File: config.mk
export PLATFORM = sky130hd
export DESIGN_NAME = serial_subtractor_flat
export DESIGN_NICKNAME = d
export VERILOG_FILES = /design/src/rtl/serial_subtractor_if.sv /design/src/rtl/serial_subtractor.sv /design/src/flat_wrapper.sv
export SDC_FILE = /design/constraint.sdc
export NUM_CORES = 1
export LEC_CHECK = 0
export ABC_AREA = 1
export CORE_MARGIN = 4
export CORE_UTILIZATION = 46
export DETAILED_ROUTE_END_ITERATION = 10
export GPL_ROUTABILITY_DRIVEN = 1
export GPL_TIMING_DRIVEN = 0
export MAX_ROUTING_LAYER = met4
export PLACE_DENSITY = 0.75
export SYNTH_ARGS = -nofsm -noshare
export SYNTH_HDL_FRONTEND = slang
export SYNTH_SLANG_ARGS = --single-unit
File: constraint.sdc
create_clock -name clk -period 1.4 [get_ports clk]
set_input_delay 0.14 -clock clk [delete_from_list [all_inputs] [get_ports clk]]
set_output_delay 0.14 -clock clk [all_outputs]
set_load 0.05 [all_outputs]
File: src/rtl/serial_subtractor_if.sv
// Operand/result bundle for serial_subtractor.
// Build option: SERIAL_ADDSUB_EN adds the 'op' select (0 = subtract, 1 = add).
interface serial_subtractor_if #(
  parameter int unsigned WIDTH = 32
);
  logic             start;
  logic [WIDTH-1:0] A;
  logic [WIDTH-1:0] B;
  logic             busy;
  logic             done;
  logic [WIDTH-1:0] Difference;
  logic             Borrow;
`ifdef SERIAL_ADDSUB_EN
  logic             op;

  modport master (output start, A, B, op, input busy, done, Difference, Borrow);
  modport slave  (input start, A, B, op, output busy, done, Difference, Borrow);
`else
  modport master (output start, A, B, input busy, done, Difference, Borrow);
  modport slave  (input start, A, B, output busy, done, Difference, Borrow);
`endif
endinterface

File: src/rtl/serial_subtractor.sv
// Bit-serial WIDTH-bit subtractor, LSB first, one bit per clock.
// Build option: SERIAL_ADDSUB_EN adds an add mode selected by bus.op.
// The done cycle also accepts a new start, giving one operation per WIDTH+1 cycles.
module serial_subtractor #(
  parameter int unsigned WIDTH = 32
) (
  input logic                clk,
  input logic                reset,
  serial_subtractor_if.slave bus
);

  localparam int unsigned   CW   = (WIDTH > 1) ? $clog2(WIDTH) : 1;
  localparam logic [CW-1:0] LAST = CW'(WIDTH - 1);

  localparam logic [1:0] IDLE = 2'd0;
  localparam logic [1:0] RUN  = 2'd1;
  localparam logic [1:0] DONE = 2'd2;

  logic [1:0]       state,    state_n;
  logic [WIDTH-1:0] sa,       sa_n;
  logic [WIDTH-1:0] sb,       sb_n;
  logic [WIDTH-1:0] sd,       sd_n;
  logic             bw,       bw_n;
  logic [CW-1:0]    cnt,      cnt_n;
  logic             busy_q,   busy_n;
  logic             done_q,   done_n;
  logic [WIDTH-1:0] diff_q,   diff_n;
  logic             borrow_q, borrow_n;
`ifdef SERIAL_ADDSUB_EN
  logic             op_q,     op_n;
`endif

  logic d;
  logic bw_step;
  logic x;

  // One-bit full subtract (or add) slice on the current LSBs
  always_comb begin
    x = sa[0] ^ sb[0];
    d = x ^ bw;
`ifdef SERIAL_ADDSUB_EN
    if (op_q) bw_step = (sa[0] & sb[0]) | (x & bw);
    else      bw_step = (~sa[0] & sb[0]) | (~x & bw);
`else
    bw_step = (~sa[0] & sb[0]) | (~x & bw);
`endif
  end

  // Next-state and next-register values
  always_comb begin
    state_n  = state;
    sa_n     = sa;
    sb_n     = sb;
    sd_n     = sd;
    bw_n     = bw;
    cnt_n    = cnt;
    busy_n   = busy_q;
    done_n   = 1'b0;
    diff_n   = diff_q;
    borrow_n = borrow_q;
`ifdef SERIAL_ADDSUB_EN
    op_n     = op_q;
`endif
    case (state)
      IDLE, DONE: begin
        busy_n  = 1'b0;
        state_n = IDLE;
        if (bus.start) begin
          sa_n    = bus.A;
          sb_n    = bus.B;
          sd_n    = '0;
          bw_n    = 1'b0;
          cnt_n   = '0;
          busy_n  = 1'b1;
          state_n = RUN;
`ifdef SERIAL_ADDSUB_EN
          op_n    = bus.op;
`endif
        end
      end
      RUN: begin
        sa_n  = {1'b0, sa[WIDTH-1:1]};
        sb_n  = {1'b0, sb[WIDTH-1:1]};
        sd_n  = {d, sd[WIDTH-1:1]};
        bw_n  = bw_step;
        cnt_n = cnt + CW'(1);
        if (cnt == LAST) begin
          cnt_n    = '0;
          busy_n   = 1'b0;
          done_n   = 1'b1;
          diff_n   = {d, sd[WIDTH-1:1]};
          borrow_n = bw_step;
          state_n  = DONE;
        end
      end
      default: begin
        busy_n  = 1'b0;
        state_n = IDLE;
      end
    endcase
  end

  // State and datapath registers, synchronous reset clears everything
  always_ff @(posedge clk) begin
    if (reset) begin
      state    <= IDLE;
      sa       <= '0;
      sb       <= '0;
      sd       <= '0;
      bw       <= 1'b0;
      cnt      <= '0;
      busy_q   <= 1'b0;
      done_q   <= 1'b0;
      diff_q   <= '0;
      borrow_q <= 1'b0;
`ifdef SERIAL_ADDSUB_EN
      op_q     <= 1'b0;
`endif
    end else begin
      state    <= state_n;
      sa       <= sa_n;
      sb       <= sb_n;
      sd       <= sd_n;
      bw       <= bw_n;
      cnt      <= cnt_n;
      busy_q   <= busy_n;
      done_q   <= done_n;
      diff_q   <= diff_n;
      borrow_q <= borrow_n;
`ifdef SERIAL_ADDSUB_EN
      op_q     <= op_n;
`endif
    end
  end

  assign bus.busy       = busy_q;
  assign bus.done       = done_q;
  assign bus.Difference = diff_q;
  assign bus.Borrow     = borrow_q;

endmodule
File: src/flat_wrapper.sv
// flat-port wrapper written by rule: the top's interface ports become plain ports
module serial_subtractor_flat 
#(
  parameter int unsigned WIDTH = 32
)
  (clk, reset, bus_start, bus_A, bus_B, bus_busy, bus_done, bus_Difference, bus_Borrow);
  serial_subtractor_if #(.WIDTH(WIDTH)) bus_i ();
  input logic clk;
  input logic reset;
  input wire logic [$bits(bus_i.start)-1:0] bus_start;
  input wire logic [$bits(bus_i.A)-1:0] bus_A;
  input wire logic [$bits(bus_i.B)-1:0] bus_B;
  output wire logic [$bits(bus_i.busy)-1:0] bus_busy;
  output wire logic [$bits(bus_i.done)-1:0] bus_done;
  output wire logic [$bits(bus_i.Difference)-1:0] bus_Difference;
  output wire logic [$bits(bus_i.Borrow)-1:0] bus_Borrow;
  assign bus_i.start = bus_start;
  assign bus_i.A = bus_A;
  assign bus_i.B = bus_B;
  assign bus_busy = bus_i.busy;
  assign bus_done = bus_i.done;
  assign bus_Difference = bus_i.Difference;
  assign bus_Borrow = bus_i.Borrow;
  serial_subtractor #(.WIDTH(WIDTH)) u_core (.clk(clk), .reset(reset), .bus(bus_i));
endmodule
==> results by group <==
Outcome
  – Status: complete, no violations

GRT
  – M3 GR Usage: 0.0534
  – Vias in the first global route: 4753
  – Grt peak-use layer: met2
  – First-pass GRT wire length: 21400 µm
  – Grt ovf: 0
  – Antenna violations before repair: 0
  – Met1 Track Usage GR: 0.250
  – Largest net degree at the start of global routing: 17
  – Met2 GRT Util: 0.346
  – Total GRT Usage: 0.209

Logic synthesis
  – Area contributors post-synth: dfxtp_1 (53%), nand2_1 (10%), nor2_1 (9.3%)
  – Synthesized Nets: 748
  – Mean post-synth cell area: 7.64 µm²
  – Post-synth cell types: 20
  – Register bit total from synthesis: 138
  – Synth area leader: dfxtp_1
  – Synth Cell Area: 5180 µm²
  – Post-synth top area share: 0.533
  – Synth Instances: 678
  – Synth Warn #: 0
  – Sequential share of the synthesized area: 0.533

Critical path
  – Critical Path Most Common Cell: ha_4
  – Reg2Reg Depth: 7
  – R2r setup slk: 0.001 ns
  – Crit-path cells: ha_4 > nand2_4 > nor2_4 > ha_4 > nor2_2 > nand3_1 > a21oi_1
  – Critical R2R Capture: u_core.cnt[3]$_SDFFE_PP0P_
  – Critical-path maximum fanout: 5
  – Worst path slowest cell: dfxtp_4
  – CP arrival: 1.74 ns
  – Worst EP required: 1.75 ns
  – Crit path largest cell delay: 0.35 ns
  – Setup crit end kind: flop
  – Crit path launch type: flop
  – Reg-to-Reg Start: u_core.cnt[0]$_SDFFE_PP0P_
  – Setup CP Type: flop to flop

Drt
  – Drt initial violations: 336
  – Drt total wl: 12900 µm
  – Via density: 5.10
  – ANT nets after route: 0
  – Drt pass-1 iters: 6
  – Residual DRC: 0
  – DR vias: 4898
  – WL per Instance: 13.5 µm

STA
  – Fmax: 0.715 GHz
  – Final period utilization: 0.999
  – Final hold vios: 0
  – Final slew viol count: 0
  – Clock skew: 0.0133 ns
  – Unrepaired setup endpoints after global routing: yes
  – Slew Limit Headroom: 0.680
  – Final setup vio count: 0
  – Setup TNS: 0 ns
  – Worst Max-Slew Pin Slew: 0.482 ns
  – Final Critical Period: 1.40 ns
  – Smallest hold slack: 0.308 ns

Die
  – Die area: 13000 µm²
  – Num rows: 38
  – Die span in x: 114 µm
  – Initial core utilization: 0.474
  – DIE HEIGHT: 114 µm
  – Top-level port count: 102
  – Core area: 10900 µm²

Power and ir drop
  – Power per cell area: 1360 nW/µm²
  – P_leak: 3.03 nW
  – Worst VDD drop: 0.793 mV

Final layout
  – Final non-filler cell total: 960
  – Area of the multi-input gates: 2270 µm²
  – Layout Nets: 879
  – Seq. cell area: 2770 µm²
  – Area Overhead vs Synth: 39.7%
  – Antenna diode count: 0
  – Post-layout util: 0.662
  – Fillers: 919
  – Share of post-route cells with drive strength above 1: 0.199

Hold path
  – Min-Delay Path Class: input pin to flop
  – Endpoint, Worst Hold: u_core.sa[6]$_SDFFE_PP0P_
  – HP Start: bus_A[6]
  – Hold Path Stages: 3

Placement
  – Dpl cells: 919
  – Port Buffer Count: 101
  – Placer Congestion: 0.829
  – Hpwl dp: 8780 µm

Clock tree
  – Clock transition at path regs: 0.06 ns
  – Clk buf depth: 2
  – Clk Latency, worst-skew pair: 0.43 ns
  – CTS tree: built
  – Total CTS buffers: 17
  – Sinks on Clock Net: 138
  – Root Buffer: clkbuf_16
  – H-Tree Depth: 4
  – Hold_buf cts: 0

Job
  – # Max-Cap Violations: 0
==> placed cells by master, fill, tap and decap left out, types with 3 or more instances in the layout <==
master and count:
dfxtp_1 135, o21ai_0 65, clkbuf_2 18, clkbuf_8 3
clkbuf_1 9, clkinv_2 3, clkdlybuf4s15_2 17, bufinv_16 4
buf_4 14, clkdlybuf4s50_1 66, buf_2 22, nand3_1 35
nor2_1 126, nand2_4 5, buf_6 10, inv_1 8
nand2_2 32, clkbuf_16 17, nand2_1 107, a21oi_1 40
nor3_1 62
==> critical path, delay by kind of cell (launching register included) <==
family	cells	cell delay, ns
AO/OA/AOI/OAI	1	0.13
adder cells (fa/ha/maj)	2	0.34
flip-flops	1	0.35
AND/OR/NAND/NOR	4	0.51
==> synth_stat cells <==
library cell / number
a21oi_1: 40
buf_1: 1
buf_2: 26
buf_4: 10
buf_6: 2
clkbuf_1: 8
dfxtp_1: 138
fa_1: 1
ha_1: 2
inv_1: 9
inv_2: 3
nand2_1: 141
nand2_2: 3
nand3_1: 36
nand4_1: 1
nor2_1: 128
nor3_1: 62
o21a_1: 1
o21ai_0: 65
or2_2: 1
==> sequential cells by signal, indices dropped and copies added, names as in the netlist <==
register	cells
u_core.cnt	5
u_core.bus.Borrow	1
u_core.bw	1
u_core.sb	32
u_core.sd	31
u_core.bus.busy	1
u_core.state	2
u_core.bus.done	1
u_core.sa	32
u_core.bus.Difference	32
==> per-stage QoR <==
step	total power, mW	setup slack (ns)	instance area, µm²
2_1_floorplan	4.86	0.00352	5180
3_3_place_gp	5.21	-0.285	6360
3_5_place_dp	5.24	-0.309	6360
4_1_cts	9.90	-0.103	7210
5_1_grt	10.2	-0.0538	7230
6_report	9.87	0.00124	7230
==> power breakdown <==
part	internal (mW)	switching (mW)
logic	0.431	0.530
registers	4.14	0.101
clock network	3.09	1.58
==> layout make-up <==
cell class              count  area share
inverters                  12     0.00778
multi-input cells         481       0.314
clock buffers              22      0.0655
clock inverters             8      0.0197
repair buffers            112       0.144
plain buffers              47      0.0419
well taps                 140      0.0242
flip-flops and latches    138       0.383
==> worst max path at each step <==
stage,startpoint,end,slack (ns)
final,u_core.cnt[0]$_SDFFE_PP0P_,u_core.cnt[3]$_SDFFE_PP0P_,0.001
after global routing,u_core.cnt[1]$_SDFFE_PP0P_,u_core.bus.Difference[18]$_SDFFE_PP0P_,-0.05
after CTS,u_core.cnt[0]$_SDFFE_PP0P_,u_core.cnt[3]$_SDFFE_PP0P_,-0.10
after detailed placement,reset,u_core.sb[27]$_SDFFE_PP0P_,-0.31
after global placement,reset,u_core.bus.Difference[27]$_SDFFE_PP0P_,-0.28
after floorplan,u_core.cnt[0]$_SDFFE_PP0P_,u_core.bus.Difference[10]$_SDFFE_PP0P_,0.004
==> repair_timing <==
item	4_1_cts	5_1_grt
resized for setup	138	45
setup buffers	6	2
setup endpoints to repair	74	66
pin swaps	4	3
gates cloned	3	0
==> metal layers <==
metal,up-vias,wire [µm]
met5,-,0
met4,0,204
met3,21,674
met2,128,6380
met1,2267,5650
li1,2482,-
==> cells by family after synthesis <==
| logic type | share of synthesized area |
|---|---|
| simple gates | 0.296 |
| flops | 0.533 |
| compound gates | 0.103 |
| buf+inv | 0.0592 |
| fa+ha+maj | 0.00870 |
(Power assumes the default switching activity.)
==> variant: new RTL, config.mk and constraints unchanged <==
Make the reset (`reset`) asynchronous in one clocked block. Comments in the files are not updated.
--- a/src/rtl/serial_subtractor.sv
+++ b/src/rtl/serial_subtractor.sv
@@ -101,7 +101,7 @@
   end
 
   // State and datapath registers, synchronous reset clears everything
-  always_ff @(posedge clk) begin
+  always_ff @(posedge clk or posedge reset) begin
     if (reset) begin
       state    <= IDLE;
       sa       <= '0;
Behaviour: differs if reset is asserted again (counterexample within 4 cycles, from zero or initial values and one cycle with reset high); with reset held inactive, the same outputs for 10 cycles.
==> variant against the unedited design <==
The run now ends with setup timing left. Sequential cell count unchanged. Design area rose by 16%. Clock skew down 0.0054 ns. Worst setup slack worse by 0.13 ns. Routed wire length up 3.5%. Area after synthesis is 18% higher. First-iteration DRC count increased by 0.60%. Critical path type unchanged. Largest cell class unchanged.
Power is not compared: it rests on default switching activity, and its combinational part moved more than twofold at a synthesized area within 25%.
==> variant: results (changes against the unedited design) <==
Outcome
  • Status: finished with violations
  • Failing checks: setup timing

Placement
  • Setup WS pre-CTS: -0.287 ns (+0.0212 ns)
  • Placed cells: 1001 (+8.9%)
  • Placer Congestion: 0.778 (-6.2%)
  • Placed Area: 0.00747 mm2 (+17%)
  • DP Wirelength: 8970 um (+2.2%)

STA
  • Worst Skew: 0.00792 ns (-0.00538 ns)
  • Post-route setup slack: -0.129 ns (-0.130 ns)
  • Final setup vio count: 36 (+36)
  • Slew Limit Headroom: 0.608 (-0.0718)
  • Setup TNS: -3.48 ns (-3.48 ns)

Power and ir drop
  • Total power draw: 0.0191 W

GRT
  • GR Layer Usage met2: 0.298 (-0.0486)
  • Met1 GRT Util: 0.252 (+0.00224)
  • GRT Total Usage: 0.192 (-0.0165)
  • Pin count of the biggest net entering global routing: 44 (+27)
  • First-pass GRT wire length: 22500 um (+5.1%)
  • Vias in the first global route: 4788 (+0.74%)

Drt
  • Vias/cell: 4.80 (-5.9%)
  • 1st-iter DRT viols: 338 (+0.60%)
  • Routed wire length: 13400 um (+3.5%)

Final layout
  • Layout cells sized above 1: 0.165 (-0.0336)
  • Bufs w/o clock: 156 (-1.9%)
  • Clock buffer cells: 21 (-4.5%)
  • Signal inverters: 164 (+152)
  • Layout area overhead: 37.1%
  • Fin nets: 929 (+5.7%)
  • Multi-input logic portion of the cell area: 0.224 (-0.0895)
  • Clk cell area share: 0.0739 (-0.0114)
  • Fillers: 1041 (+13%)
  • NonClk Buf Share: 0.190 (+0.00353)
  • # diodes: 0 (unchanged)
  • FF+latch area: 0.00345 mm2 (+25%)

Setup path
  • Setup crit end: u_core.bus.Difference[22]
  • CP max stage cell: dfrtp_1
  • Worst path top cell family by delay: flip-flops
  • CP max stage delay: 0.37 ns (+0.02 ns)
  • Reg2Reg Depth: 8 (+1)
  • Arrival @ worst endpoint: 1.82 ns (+0.08 ns)
  • CP Launch Point: u_core.cnt[1]

Synthesis
  • Synth cell count leaders: 170 x nand2_1, 163 x inv_1, 138 x dfrtp_1, 69 x nand3_1, 67 x o21ai_0
  • Synth Net Count: 795 (+6.3%)
  • Synthesized area: 0.00612 mm2 (+18%)
  • Top_reg_cell synth: dfrtp_1
  • Compound-gate portion of the synthesized area: 0.114 (+0.0110)
  • Top cells by area, synth: dfrtp_1 56%, nand2_1 10%, inv_1 10%, nand3_1 5.6%, o21ai_0 5.5%
  • Sequential area share after synthesis: 0.565 (+0.0312)
  • XOR/XNOR Fraction of Synth Area: 0.00143 (+0.00143)
  • Syn Area/Cell: 8.44 um2 (+10%)
  • Ys async rst share: 1.00 (+1.00)
  • Post-synthesis adder-cell area fraction: 0.00736 (-0.00133)
  • Distinct cells, synth: 23 (+15%)

Clock network
  • CTS resizes: 133 (-3.6%)
  • Worst skew pair latency: 0.41 ns (-0.02 ns)
  • Setup bufs post-CTS: 4 (-2)

Hold path
  • Hold Crit Class: in2async
## variant: changes by cell type after synthesis, sizes merged, moves of 7 or more
cell,change
a21oi,-39
buf,-13
clkbuf,+7
dfrtp,+138
dfxtp,-138
inv,+152
nand2,+29
nand3,+33
nor2,-125
nor3,-61
o21ai,+33
o22ai,+31
## variant: worst min path at each step
stage | from | end | slack [ns] | cells past startpoint
after floorplan | bus_start | u_core.sa[31] | 0.29 | 2
after global placement | u_core.sd[1] | u_core.bus.Difference[0] | 0.46 | 2
after detailed placement | u_core.sd[1] | u_core.bus.Difference[0] | 0.46 | 2
after CTS | reset | u_core.sb[14] | 0.14 | 2
after global routing | reset | u_core.sb[11] | 0.18 | 2
final | reset | u_core.bus.Difference[27] | 0.15 | 2
## variant: metal layers
| metal | wire, um | up-vias |
|---|---|---|
| met5 | 0 | - |
| met4 | 189 | 0 |
| met3 | 563 | 11 |
| met2 | 6590 | 122 |
| met1 | 6020 | 2374 |
| li1 | - | 2507 |
